==> src/rtl/machine_timer_irq_src.sv <==
// -----------------------------------------------------------------------------
// machine_timer_irq_src
//   Memory-mapped RISC-V machine timer with 64-bit mtime/mtimecmp. It raises
//   timer_timeout_o for the main control FSM. Counting is gated by both the
//   CTRL.EN bit and enable_design_i. The pending flag stays set until an MRET
//   (irq_ack_i) or a write-1-to-clear of CTRL.PENDING.
//
// Register map (word address):
//   0 MTIME_LO   1 MTIME_HI   2 CMP_LO   3 CMP_HI
//   4 CTRL {bit0 EN, bit1 AUTO_RELOAD, bit2 PENDING (RO, W1C)}
//   5 PRESCALE   6-7 reserved (read 0, writes ignored)
//
// Ports:
//   clk, reset_n     clock, synchronous active-low reset
//   enable_design_i  count gate from the main FSM
//   irq_ack_i        MRET retired; clears pending
//   wr_en_i, rd_en_i register write / read strobes
//   addr_i, wdata_i  register word address and write data
//   rdata_o          registered read data (valid the cycle after rd_en_i)
//   timer_timeout_o  pending timer interrupt (level)
//   mtime_o          current mtime
// -----------------------------------------------------------------------------
module machine_timer_irq_src #(
  parameter int unsigned XLEN      = 32,
  parameter int unsigned PRESC_W   = 16,
  parameter logic [63:0] CMP_RESET = 64'hFFFF_FFFF_FFFF_FFFF
) (
  input  logic            clk,
  input  logic            reset_n,
  input  logic            enable_design_i,
  input  logic            irq_ack_i,
  input  logic            wr_en_i,
  input  logic            rd_en_i,
  input  logic [2:0]      addr_i,
  input  logic [XLEN-1:0] wdata_i,
  output logic [XLEN-1:0] rdata_o,
  output logic            timer_timeout_o,
  output logic [63:0]     mtime_o
);

  localparam int unsigned MTIME_W = 64;
  localparam int unsigned HALF_W  = 32;

  localparam logic [2:0] ADDR_MTIME_LO = 3'd0;
  localparam logic [2:0] ADDR_MTIME_HI = 3'd1;
  localparam logic [2:0] ADDR_CMP_LO   = 3'd2;
  localparam logic [2:0] ADDR_CMP_HI   = 3'd3;
  localparam logic [2:0] ADDR_CTRL     = 3'd4;
  localparam logic [2:0] ADDR_PRESC    = 3'd5;

  localparam int unsigned CTRL_EN_BIT   = 0;
  localparam int unsigned CTRL_AUTO_BIT = 1;
  localparam int unsigned CTRL_PEND_BIT = 2;

  typedef enum logic [1:0] {
    ST_OFF   = 2'd0,
    ST_RUN   = 2'd1,
    ST_FIRED = 2'd2
  } state_e;

  // State registers
  state_e               state_q, state_d;
  logic [MTIME_W-1:0]   mtime_q, mtime_d;
  logic [MTIME_W-1:0]   cmp_q, cmp_d;
  logic                 en_q, en_d;
  logic                 auto_q, auto_d;
  logic [PRESC_W-1:0]   presc_q, presc_d;
  logic [PRESC_W-1:0]   pcnt_q, pcnt_d;
  logic [HALF_W-1:0]    shadow_q, shadow_d;
  logic [XLEN-1:0]      rdata_q, rdata_d;
  logic                 timeout_q, timeout_d;

  // Internal combinational signals
  logic ctrl_wr;
  logic w1c;
  logic count_en;
  logic tick;
  logic fire;

  // Write decode shared by the FSM and the datapath; en_d is the EN value
  // that will hold after this edge, so a combined W1C+EN write resolves
  // against the new EN.
  always_comb begin
    ctrl_wr = wr_en_i && (addr_i == ADDR_CTRL);
    w1c     = ctrl_wr && wdata_i[CTRL_PEND_BIT];
    en_d    = ctrl_wr ? wdata_i[CTRL_EN_BIT]   : en_q;
    auto_d  = ctrl_wr ? wdata_i[CTRL_AUTO_BIT] : auto_q;
  end

  // Prescaler: a tick is produced on the cycle the counter reaches PRESCALE.
  always_comb begin
    count_en = en_q && enable_design_i;
    tick     = count_en && (pcnt_q == presc_q);
  end

  // Timer FSM: next state and match detection.
  always_comb begin
    state_d = state_q;
    fire    = 1'b0;
    case (state_q)
      ST_OFF: begin
        if (en_q) state_d = ST_RUN;
      end
      ST_RUN: begin
        if (!en_q) begin
          state_d = ST_OFF;
        end else if (mtime_q >= cmp_q) begin
          state_d = ST_FIRED;
          fire    = 1'b1;
        end
      end
      ST_FIRED: begin
        // Only an ack or W1C leaves FIRED; dropping EN alone keeps it pending.
        if (irq_ack_i || w1c) state_d = en_d ? ST_RUN : ST_OFF;
      end
      default: state_d = ST_OFF;
    endcase
    timeout_d = (state_d == ST_FIRED);
  end

  // Datapath: counter, prescaler, compare and config registers.
  // Priority on mtime: software write > auto-reload > tick.
  always_comb begin
    mtime_d = mtime_q;
    pcnt_d  = pcnt_q;
    cmp_d   = cmp_q;
    presc_d = presc_q;

    if (count_en) pcnt_d = tick ? '0 : pcnt_q + PRESC_W'(1);
    if (tick)     mtime_d = mtime_q + MTIME_W'(1);

    if (fire && auto_q) begin
      mtime_d = '0;
      pcnt_d  = '0;
    end

    // A half write keeps the other half at its old value, with no carry.
    if (wr_en_i) begin
      case (addr_i)
        ADDR_MTIME_LO: mtime_d = {mtime_q[MTIME_W-1:HALF_W], wdata_i[HALF_W-1:0]};
        ADDR_MTIME_HI: mtime_d = {wdata_i[HALF_W-1:0], mtime_q[HALF_W-1:0]};
        ADDR_CMP_LO:   cmp_d   = {cmp_q[MTIME_W-1:HALF_W], wdata_i[HALF_W-1:0]};
        ADDR_CMP_HI:   cmp_d   = {wdata_i[HALF_W-1:0], cmp_q[HALF_W-1:0]};
        ADDR_PRESC:    presc_d = wdata_i[PRESC_W-1:0];
        default: ;
      endcase
    end
  end

  // Read path: values are taken before this cycle's writes. Reading
  // MTIME_LO snapshots the upper half so a LO-then-HI pair is coherent.
  always_comb begin
    rdata_d  = rdata_q;
    shadow_d = shadow_q;
    if (rd_en_i) begin
      case (addr_i)
        ADDR_MTIME_LO: begin
          rdata_d  = XLEN'(mtime_q[HALF_W-1:0]);
          shadow_d = mtime_q[MTIME_W-1:HALF_W];
        end
        ADDR_MTIME_HI: rdata_d = XLEN'(shadow_q);
        ADDR_CMP_LO:   rdata_d = XLEN'(cmp_q[HALF_W-1:0]);
        ADDR_CMP_HI:   rdata_d = XLEN'(cmp_q[MTIME_W-1:HALF_W]);
        ADDR_CTRL:     rdata_d = XLEN'({(state_q == ST_FIRED), auto_q, en_q});
        ADDR_PRESC:    rdata_d = XLEN'(presc_q);
        default:       rdata_d = '0;
      endcase
    end
  end

  // State register with synchronous active-low reset.
  always_ff @(posedge clk) begin
    if (!reset_n) begin
      state_q   <= ST_OFF;
      mtime_q   <= '0;
      cmp_q     <= CMP_RESET;
      en_q      <= 1'b0;
      auto_q    <= 1'b0;
      presc_q   <= '0;
      pcnt_q    <= '0;
      shadow_q  <= '0;
      rdata_q   <= '0;
      timeout_q <= 1'b0;
    end else begin
      state_q   <= state_d;
      mtime_q   <= mtime_d;
      cmp_q     <= cmp_d;
      en_q      <= en_d;
      auto_q    <= auto_d;
      presc_q   <= presc_d;
      pcnt_q    <= pcnt_d;
      shadow_q  <= shadow_d;
      rdata_q   <= rdata_d;
      timeout_q <= timeout_d;
    end
  end

  assign rdata_o         = rdata_q;
  assign timer_timeout_o = timeout_q;
  assign mtime_o         = mtime_q;

endmodule

==> config.mk <==
export PLATFORM = sky130hd
export DESIGN_NAME = machine_timer_irq_src
export DESIGN_NICKNAME = d
export VERILOG_FILES = /design/src/rtl/machine_timer_irq_src.sv
export SDC_FILE = /design/constraint.sdc
export NUM_CORES = 1
export LEC_CHECK = 0
export CAP_MARGIN = 0
export CORE_MARGIN = 3
export CORE_UTILIZATION = 35
export DETAILED_ROUTE_END_ITERATION = 10
export HOLD_SLACK_MARGIN = 0.03
export PLACE_DENSITY = 0.65
export SYNTH_ARGS = -nofsm -noshare
export SYNTH_HDL_FRONTEND = slang
export SYNTH_SLANG_ARGS = --single-unit
==> constraint.sdc <==
create_clock -name clk -period 2.78 [get_ports clk]
set_clock_uncertainty 0.05 [all_clocks]
set_input_delay 0.278 -clock clk [delete_from_list [all_inputs] [get_ports clk]]
set_output_delay 0.278 -clock clk [all_outputs]
set_load 0.1 [all_outputs]
==> summary.txt <==
Run status
  – Outcome: finished with violations
  – Failing checks: setup timing

Critical path
  – CP startpoint kind: flop
  – CP arrival: 3.38 ns
  – Critical Path RT: 3.17 ns
  – Worst path most repeated cell: buf_6
  – Register-to-Register Path Depth: 11
  – Type of the worst setup path: reg2reg
  – R2r setup slk: -0.21 ns
  – Max Fanout on Critical Path: 4
  – RR Endpoint: mtime_o[5]
  – Critical path origin: presc_q[2]
  – CP top delay family: simple AND/OR/NAND/NOR gates
  – Max stage delay cell, worst path: or4_4
  – CP Capture Type: flop
  – Max stage delay on crit path: 0.54 ns
  – CP Capture Point: mtime_o[5]
  – CP Buf/Inv Count: 3
  – Worst-path cell chain: xor2_2 -> or4_4 -> or3b_4 -> buf_4 -> buf_6 -> nor2_4 -> buf_6 -> nand4_1 -> nor4_2 -> a31oi_1 -> a21oi_1
  – Worst path depth: 11
  – Reg2reg start: presc_q[2]

Clocking
  – CTS Root Cell: clkbuf_16
  – Clk buf depth: 3
  – CTS clk-pin slew, worst paths: 0.06 ns
  – TritonCTS Buffers: 26
  – CTS tree: done
  – CTS sink cnt: 229
  – CTS H-tree depth: 1
  – Clock Latency Late Sink: 0.54 ns

Power
  – Sequential share of power: 39.9%
  – Switching pwr: 2664 µW
  – Worst VDD drop: 0.0004334 V
  – Pwr Total: 8636 µW
  – Comb pwr share: 19.8%
  – Clk network pwr share: 40.4%
  – PD cells: 469.2 nW/µm²
  – Sw Ratio: 30.85%
  – Internal cell power: 5971 µW
  – Leakage: 0.007775 µW

Synthesis
  – Largest area contributor in the synthesized netlist: dfxtp_1
  – Synth Net Count: 1694
  – Main combinational cell family by area after synthesis: compound AO/OA/AOI/OAI gates
  – Commonest register cell after synthesis: dfxtp_1
  – Distinct cells, synth: 66
  – Synth Register Bits: 229
  – Post-Syn Area: 12410 µm²
  – Cells after synthesis: 1587
  – Synth Area in Compound Gates: 23.40%
  – Xor/xnor share of the synthesized area: 2.542%
  – Top cells by area, synth: dfxtp_1 37%, nand2_1 8.2%, ha_1 6.7%, a21oi_1 6.6%, o211ai_1 5.2%
  – Synth Area in Adders: 6.657%
  – EDFF count, synth: 0
  – Register area share after synthesis: 36.95%
  – Synth Area in Simple Gates: 22.71%
  – Share of the synthesized area in the top cell type: 36.95%
  – Mux cell area share after synthesis: 2.219%
  – Ys Warns: 0
  – Syn_area_per_cell: 7.817 µm²
  – Asr flop ratio synth: 0%

Die
  – Initial core utilization: 35.74%
  – Site Rows: 68
  – I/O pins: 138
  – Core Area: 34710 µm²
  – Die height: 194.3 µm
  – Die width: 194.3 µm
  – Die Area: 37740 µm²

Timing
  – Worst slew margin: 38.59%
  – Unrepaired setup endpoints after global routing: true
  – Final worst slack: -0.2119 ns
  – FMAX: 0.3342 GHz
  – Final setup fails: 52
  – Worst-Margin Slew: 0.9211 ns
  – Final Cycle Share: 107.6%
  – Hold WS: 0.2576 ns
  – Fin. max-slew vios: 0
  – Final Hold Fails: 0
  – Minimum clock period: 2.992 ns

Global routing
  – Global-route wire length before repair: 77820 µm
  – Tot GR Track Use: 25.71%
  – Maximum number of pins on one net before global-route repair: 78
  – Antenna violations before repair: 0
  – Vias in the first global route: 13330
  – Grt ovf: 0

Final layout
  – P&R area growth vs syn: 48.36%
  – Layout cell share with drive strength beyond 1: 35.66%
  – Layout Nets: 2051
  – Register area: 4802 µm²
  – Number of fill cells: 3214
  – Area of the multi-input gates: 8188 µm²
  – N_diodes: 0

Place
  – RD Place Congestion: 0.9462
  – Worst slack, placed: -0.4784 ns
  – Post-DP HPWL: 37420 µm
  – Port Buffers: 137

Detailed routing
  – Drt drc: 0
  – Antenna Violating Nets Remaining: 0
  – Routed WL: 51680 µm
  – Vias per std cell: 5.760
  – Drt pass-1 iters: 6
  – Routed len/inst: 21.37 µm
  – Drt initial violations: 1389
  – Via count: 13930

Flow run
  – Max cap viols: 0

Min path
  – Hold depth: 5
  – Hold crit path type: in2reg
==> cell families (layout without fill, tap and decap cells) <==
family | after synthesis | in the layout
muxes | 21 | 21
and+or+nand+nor | 605 | 606
buffers and inverters | 182 | 557
adders and majority gates | 66 | 66
AOI/OAI and AO/OA | 448 | 448
xor gates and xnor gates | 36 | 36
DFF | 229 | 229
==> how the worst min path moves through the flow <==
stage,endpoint,from,slack (ns)
global route,mtime_o[13],reset_n,0.28
floorplan,mtime_o[63],wdata_i[31],0.34
finish,mtime_o[13],reset_n,0.26
global placement,shadow_q[6],shadow_q[6],0.39
CTS,mtime_o[13],reset_n,0.24
detailed placement,shadow_q[18],shadow_q[18],0.40
==> power by group through the flow <==
stage | clock network (µW) | logic (µW) | registers [µW]
final | 3490 | 1710 | 3440
after global routing | 3670 | 1790 | 3450
after CTS | 3530 | 1620 | 3430
after detailed placement | 0 | 1570 | 3500
after global placement | 0 | 1550 | 3500
after floorplan | 0 | 472 | 3970
==> worst reg2reg max path: cells and delay by family, from the launching register on <==
kind / cells / cell delay (ns)
AOI/OAI and AO/OA: 2 / 0.29
buffers and inverters: 3 / 0.38
DFF: 1 / 0.33
xor gates and xnor gates: 1 / 0.17
and+or+nand+nor: 5 / 1.66
==> cells in the final DEF (no fill, tap or decap), drive strengths merged, types with 4 or more instances in the layout <==
cell type,count
a22oi,71
nand3,58
nor2,119
and4,6
a211oi,8
mux2i,14
a221oi,5
nand2,273
buf,392
o21ai,34
nand2b,7
and3,24
a31oi,27
and2,11
mux4,5
xnor2,7
o311ai,11
nand4,30
nor2b,8
inv,78
clkinv,10
nor4b,4
ha,66
a22o,10
a21o,7
or4,14
xor2,29
nor3,19
dfxtp,229
clkdlybuf4s50,38
a21oi,163
or3,12
nor4,11
o211ai,86
clkbuf,38
==> cell usage after synthesis, types with 29 or more instances <==
master      n
nor2_1    119
xor2_1     29
dfxtp_1   229
o211ai_1   86
nand2_1   271
ha_1       66
o21ai_0    33
inv_1      78
a22oi_1    71
nand4_1    30
a21oi_1   163
clkbuf_1   95
nand3_1    56
==> layer usage <==
metal	track usage (%)	share of wire, %	vias to the layer above
li1	-	-	6448
met1	36.48	43	6636
met2	39.82	44	688
met3	3.944	8.9	155
met4	8.963	4.1	0
met5	0	0	-
==> final cells by class <==
| type | count | area share [%] |
|---|---|---|
| flip-flops and latches | 229 | 26.09 |
| inverters | 79 | 1.618 |
| repair buffers | 431 | 20.05 |
| well taps | 455 | 3.093 |
| clock buffers | 37 | 4.262 |
| clock inverters | 10 | 0.3943 |
| multi-input cells | 1177 | 44.49 |
==> state kept, by name, indices dropped and copies added, names as in the netlist <==
signal	count
cmp_q	64
mtime_o	64
rdata_o	32
shadow_q	32
pcnt_q	16
presc_q	16
state_q	2
auto_q	1
en_q	1
timer_timeout_o	1
==> metrics by stage <==
stage          util, %  setup TNS, ns  cell area [µm²]  std cells
2_1_floorplan        -         -1.674            12770       1587
3_3_place_gp     46.58         -11.49            16170       2334
3_5_place_dp     46.58         -14.72            16170       2334
4_1_cts          50.89         -2.658            17660       2404
5_1_grt          53.02         -8.848            18410       2418
6_report         53.02         -4.790            18410       2418
==> timing repair <==
item	in CTS	in global routing
setup buffers	25	17
resized for setup	100	150
hold buffers	0	0
endpoints found under the setup margin	80	78
pin swaps	50	54
cloned	2	1
No activity file was read; power rests on OpenSTA's default activity.
==> variant 1 (same settings) <==
`rdata_q` no longer has a reset.
--- a/src/rtl/machine_timer_irq_src.sv
+++ b/src/rtl/machine_timer_irq_src.sv
@@ -180,5 +180,4 @@
       pcnt_q    <= '0;
       shadow_q  <= '0;
-      rdata_q   <= '0;
       timeout_q <= 1'b0;
     end else begin
@@ -191,7 +190,10 @@
       pcnt_q    <= pcnt_d;
       shadow_q  <= shadow_d;
-      rdata_q   <= rdata_d;
       timeout_q <= timeout_d;
     end
+  end
+
+  always_ff @(posedge clk) begin
+    rdata_q <= rdata_d;
   end
 
Behaviour: differs if reset_n is asserted again (counterexample within 4 cycles, from zero or initial values and one cycle with reset_n low); with reset_n held inactive, the same outputs for 4 cycles.
==> variant 1 against the unedited design <==
The flow still finishes with violations (negative setup slack). Area after synthesis is 2.6% higher. Sequential cell count did not move. Wire length is 4.4% lower. Total power shrank 2.8%. Final area fell by 4.0%. Worst setup slack lost 77 ps. Count of clock-buffer cells in the layout shrank 1. Sequential share of layout area increased by 2.9 points. Critical path type unchanged. Largest cell class unchanged.
==> variant 1: results (changes against the unedited design) <==
Drt
  – Routed wl met2: 22900 um (+0.95%)
  – 1st-iter DRT viols: 1241 (-11%)
  – DR top layer: met4
  – Met3 Wirelength: 4030 um (-13%)
  – Via-per-instance ratio: 5.76 (about the same)
  – DR vias: 13455 (-3.4%)
  – Routed len/inst: 21.1 um (-1.1%)
  – Met1 WL: 20800 um (-6.7%)

Critical path
  – Max incr delay on CP: 460 ps (-80 ps)
  – Reg2reg path depth: 13 (+2)
  – CP max-delay cell: or4_4
  – Reg-to-Reg End: mtime_o[7]$_SDFFE_PN0P_
  – RR Startpoint: cmp_q[50]$_SDFFE_PN1P_
  – Max Fanout on Critical Path: 7 (+3)
  – Critical path arrival: 3410 ps (+30 ps)

Yosys
  – Syn Nets: 1668 (-1.5%)
  – Post-synthesis mux area share: 3.87% (+1.7 points)
  – Synth unique cells: 60 (-9.1%)
  – Register area share after synthesis: 38.5% (+1.6 points)
  – Synth top cells by count: nand2_1 (281), dfxtp_1 (197), a21oi_1 (134)
  – Synth Area in XOR/XNOR: 2.89% (+0.35 points)
  – Avg Inst Size Synth: 8.16 um^2 (+4.3%)
  – Adder-Cell Fraction of Synth Area: 6.49% (-0.17 points)
  – Fraction of the mapped netlist area in compound gates: 21.0% (-2.4 points)
  – Most used flip-flop cell after synthesis: dfxtp_1
  – EDFF count, synth: 32 (+32)
  – Top cells by area, synth: dfxtp_1 (31%), nand2_1 (8.3%), edfxtp_1 (7.5%)

Layout
  – Layout cells sized above 1: 30.3% (-5.3 points)
  – Nets: 1963 (-4.3%)
  – Layout fillers: 3417 (+6.3%)

STA
  – Setup ws final: -289 ps (-77.0 ps)
  – Final setup viols: 81 (+56%)
  – Hold slack: 221 ps (-36.6 ps)
  – Slew HR: 50.2% (+12 points)
  – Setup TNS after final layout: -16830 ps (-12040 ps)

Power
  – P_leak: 7.30 nW (-6.2%)
  – Pint: 5.94 mW (-0.52%)
  – Max VDD drop: 0.411 mV (-5.3%)

Worst hold path
  – Min-Delay Endpoint: mtime_o[49]$_SDFFE_PN0P_
  – Hold depth: 3 (-2)

Clock network
  – CTS root buf: clkbuf_16
  – Clock latency on the worst-skew pair: 540 ps (about the same)
  – Post-cts sizing count: 70 (-30%)
  – Post-CTS Setup Inserts: 12 (-52%)
  – Longest Clk Path Bufs: 3 (unchanged)
  – Num CTS Buffers: 26 (unchanged)

Run
  – Maxcap violations: 0 (unchanged)

Global route
  – Global Route Usage Sum: 24.4% (-1.3 points)
  – Largest net degree at the start of global routing: 98 (+26%)
  – First-pass GRT wire length: 75100 um (-3.5%)

Placement
  – GP Congestion: 0.927 (-2.1%)
  – Dpl ws: -533 ps (-54.5 ps)
  – Dpl hpwl: 35500 um (-5.1%)
  – Placement Cell Area: 16100 um^2 (-0.15%)

Status
  – Failing checks: negative setup slack
  – Status: complete, but fails checks
-- variant 1: cell types whose count changed after synthesis, moves of 13 or more --
cell	unedited run	this run
nor2_1	119	68
xnor2_1	7	26
a21oi_1	163	134
nand4_1	30	49
o21ai_0	33	50
edfxtp_1	0	32
xor2_1	29	16
nand3_1	56	84
dfxtp_1	229	197
-- variant 1: how the worst max path moves through the flow --
| stage | start | endpoint | depth (start not counted) | slack (ps) |
|---|---|---|---|---|
| global route | cmp_q[57]$_SDFFE_PN1P_ | mtime_o[32]$_SDFFE_PN0P_ | 12 | -410 |
| floorplan | mtime_o[29]$_SDFFE_PN0P_ | mtime_o[53]$_SDFFE_PN0P_ | 11 | -80 |
| finish | cmp_q[50]$_SDFFE_PN1P_ | mtime_o[7]$_SDFFE_PN0P_ | 13 | -290 |
| CTS | mtime_o[0]$_SDFFE_PN0P_ | mtime_o[16]$_SDFFE_PN0P_ | 12 | -260 |
| global placement | mtime_o[0]$_SDFFE_PN0P_ | mtime_o[12]$_SDFFE_PN0P_ | 12 | -480 |
| detailed placement | mtime_o[0]$_SDFFE_PN0P_ | mtime_o[12]$_SDFFE_PN0P_ | 12 | -530 |
-- variant 1: layer usage --
| layer | vias up | GRT usage, % |
|---|---|---|
| li1 | 6265 | - |
| met1 | 6397 | 33.3 |
| met2 | 665 | 39.5 |
| met3 | 128 | 4.10 |
| met4 | 0 | 8.37 |
| met5 | - | 0 |
-- variant 1: cells by family after synthesis --
family / Yosys count
AOI/OAI and AO/OA: 416
xor gates and xnor gates: 42
adders and majority gates: 66
buffers and inverters: 194
DFF: 229
muxes: 35
and+or+nand+nor: 579
-- variant 1: final cells by class --
| type | count | area, um^2 | area share, % |
|---|---|---|---|
| Multi-Input combinational cell | 1138 | 7620 | 43.1 |
| Sequential cell | 229 | 5130 | 29.0 |
| Timing Repair Buffer | 375 | 3130 | 17.7 |
| Clock buffer | 36 | 761 | 4.31 |
| Tap cell | 461 | 577 | 3.27 |
| Inverter | 86 | 323 | 1.83 |
| Clock inverter | 12 | 130 | 0.737 |
-- variant 1: power groups by stage --
stage | Combinational [mW] | Clock [mW] | Sequential [mW]
after floorplan | 0.372 | 0 | 3.98
after global placement | 1.29 | 0 | 3.55
after detailed placement | 1.30 | 0 | 3.55
after CTS | 1.32 | 3.61 | 3.48
after global routing | 1.41 | 3.74 | 3.49
final | 1.34 | 3.57 | 3.48
-- variant 1: critical path, delay by kind of cell, from the launching register on --
kind	cells	cell delay, ps
and+or+nand+nor	4	1210
adders and majority gates	1	250
buffers and inverters	4	490
AOI/OAI and AO/OA	4	580
DFF	1	330
==> variant 2 (same settings) <==
Without the edit above. Change the parameter `PRESC_W` from 16 to 20.
--- a/src/rtl/machine_timer_irq_src.sv
+++ b/src/rtl/machine_timer_irq_src.sv
@@ -23,5 +23,5 @@
 module machine_timer_irq_src #(
   parameter int unsigned XLEN      = 32,
-  parameter int unsigned PRESC_W   = 16,
+  parameter int unsigned PRESC_W   = 20,
   parameter logic [63:0] CMP_RESET = 64'hFFFF_FFFF_FFFF_FFFF
 ) (
Behaviour: not the same (a bounded check fails within 4 cycles, from zero or initial values and one cycle with reset_n low).
==> variant 2 against the unedited design <==
The run ends with max-capacitance violations, max-slew violations, negative setup slack left. Critical path type unchanged. Sequential cell count is 8 higher. Worst setup slack worse by 34 ps. Global-route usage is 2.6 points higher. Wire length is 18% higher. Die area is 7.5% higher. Total power is 2.3% higher. Critical path depth is 2 lower. Maximum frequency is 1.1% lower. Final area is 7.9% higher. Clock power is 5% higher. Highest routed layer is now met5. Area after synthesis is 7.7% higher. Sequential power is 3% higher.
==> variant 2: results (changes against the unedited design) <==
Drt
  – Routed wire length: 61000 um (+18%)
  – 1st-iter DRT viols: 1639 (+18%)
  – Drt pass-1 iters: 5 (-1)
  – Via-per-instance ratio: 5.83 (+1.2%)

Critical path
  – Reg-to-Reg End: mtime_o[46]$_SDFFE_PN0P_
  – Max Fanout on Critical Path: 5 (+1)
  – Critical path arrival: 3420 ps (+40 ps)
  – Reg2reg path depth: 9 (-2)
  – RR Startpoint: mtime_o[7]$_SDFFE_PN0P_
  – Max incr delay on CP: 580 ps (+40 ps)

Status
  – Status: complete, but fails checks
  – Failing checks: max-capacitance violations, max-slew violations, negative setup slack

STA
  – Setup ws final: -246 ps (-34.1 ps)
  – Final setup viols: 41 (-21%)
  – Slew Viols, Final: 13 (+13)
  – Setup TNS after final layout: -3980 ps (+807 ps)
  – Hold slack: 256 ps (-1.45 ps)
  – Worst-margin pin slew: 1510 ps (+593 ps)

Run
  – Maxcap violations: 1 (+1)

Global route
  – Vias in the first global route: 14567 (+9.3%)
  – First-pass GRT wire length: 89700 um (+15%)
  – Global Route Usage Sum: 28.3% (+2.6 points)
  – Largest net degree at the start of global routing: 110 (+41%)

Placement
  – Dpl ws: -293 ps (+185 ps)
  – GP Congestion: 0.976 (+3.2%)
  – Dpl hpwl: 43700 um (+17%)

Yosys
  – Syn Nets: 1781 (+5.1%)
  – Register area share after synthesis: 35.5% (-1.4 points)
  – Synth top cells by count: nand2_1 (290), dfxtp_1 (237), a21oi_1 (130)
  – Top cells by area, synth: dfxtp_1 (36%), nand2_1 (8.1%), ha_1 (6.2%)
  – Synth unique cells: 70 (+6.1%)

Power
  – Max VDD drop: 0.428 mV (-1.3%)

Worst hold path
  – Hold depth: 3 (-2)

Layout
  – Nets: 2176 (+6.1%)
  – Layout cells sized above 1: 36.7% (+1.0 points)

Clock network
  – Num CTS Buffers: 28 (+7.7%)
-- variant 2: cell types whose count changed after synthesis, moves of 16 or more --
cell / change
a22oi_1: -37
a21oi_1: -33
o21ai_0: +30
nand2_1: +19
mux2i_1: +17
xnor2_1: +17
a31oi_1: -16
-- variant 2: tightest hold or removal path, cell delays in order --
cell	delay (ps)
buf_4	120
buf_4	280
o211ai_1	140
-- variant 2: kinds of logic after synthesis --
group                    count (synthesis)  share of synthesized area [%]
AO/OA/AOI/OAI                          414                           20.1
multiplexers                            61                           6.65
adder cells (fa/ha/maj)                 66                           6.18
AND/OR/NAND/NOR                        649                           22.5
XOR/XNOR                                54                           3.54
flip-flops                             237                           35.5
buffers and inverters                  193                           5.44
-- variant 2: metrics by stage --
stage	utilization, %	area [um^2]	instances
after floorplan	-	13800	1674
after global routing	53.5	19900	2595
after CTS	51.0	18900	2573
after detailed placement	47.2	17500	2504
final	53.5	19900	2595
after global placement	47.2	17500	2504
-- variant 2: what timing repair did --
item / in CTS / in global routing
hold endpoints to repair: 0 / 0
pin swaps: 28 / 72
setup endpoints to repair: 76 / 84
buffers inserted: 18 / 22
cloned: 0 / 4
resized for setup: 82 / 153
-- variant 2: cell type report --
type	instances	share of cell area, %
Clock buffer	43	4.28
Timing Repair Buffer	471	19.8
Inverter	87	1.65
Tap cell	504	3.18
Sequential cell	237	25.2
Clock inverter	9	0.271
Multi-Input combinational cell	1244	45.6
-- variant 2: per-layer routing --
metal	GRT usage (%)	share of wire (%)	vias to the layer above
met5	0	0.023	-
met3	5.29	11	167
li1	-	-	6800
met1	40.5	43	7289
met4	8.50	3.3	2
met2	43.2	43	864
-- variant 2: report_power, final --
| part | switching [mW] | internal, mW |
|---|---|---|
| Combinational | 1.10 | 0.537 |
| Clock | 1.56 | 2.10 |
| Sequential | 0.0724 | 3.46 |
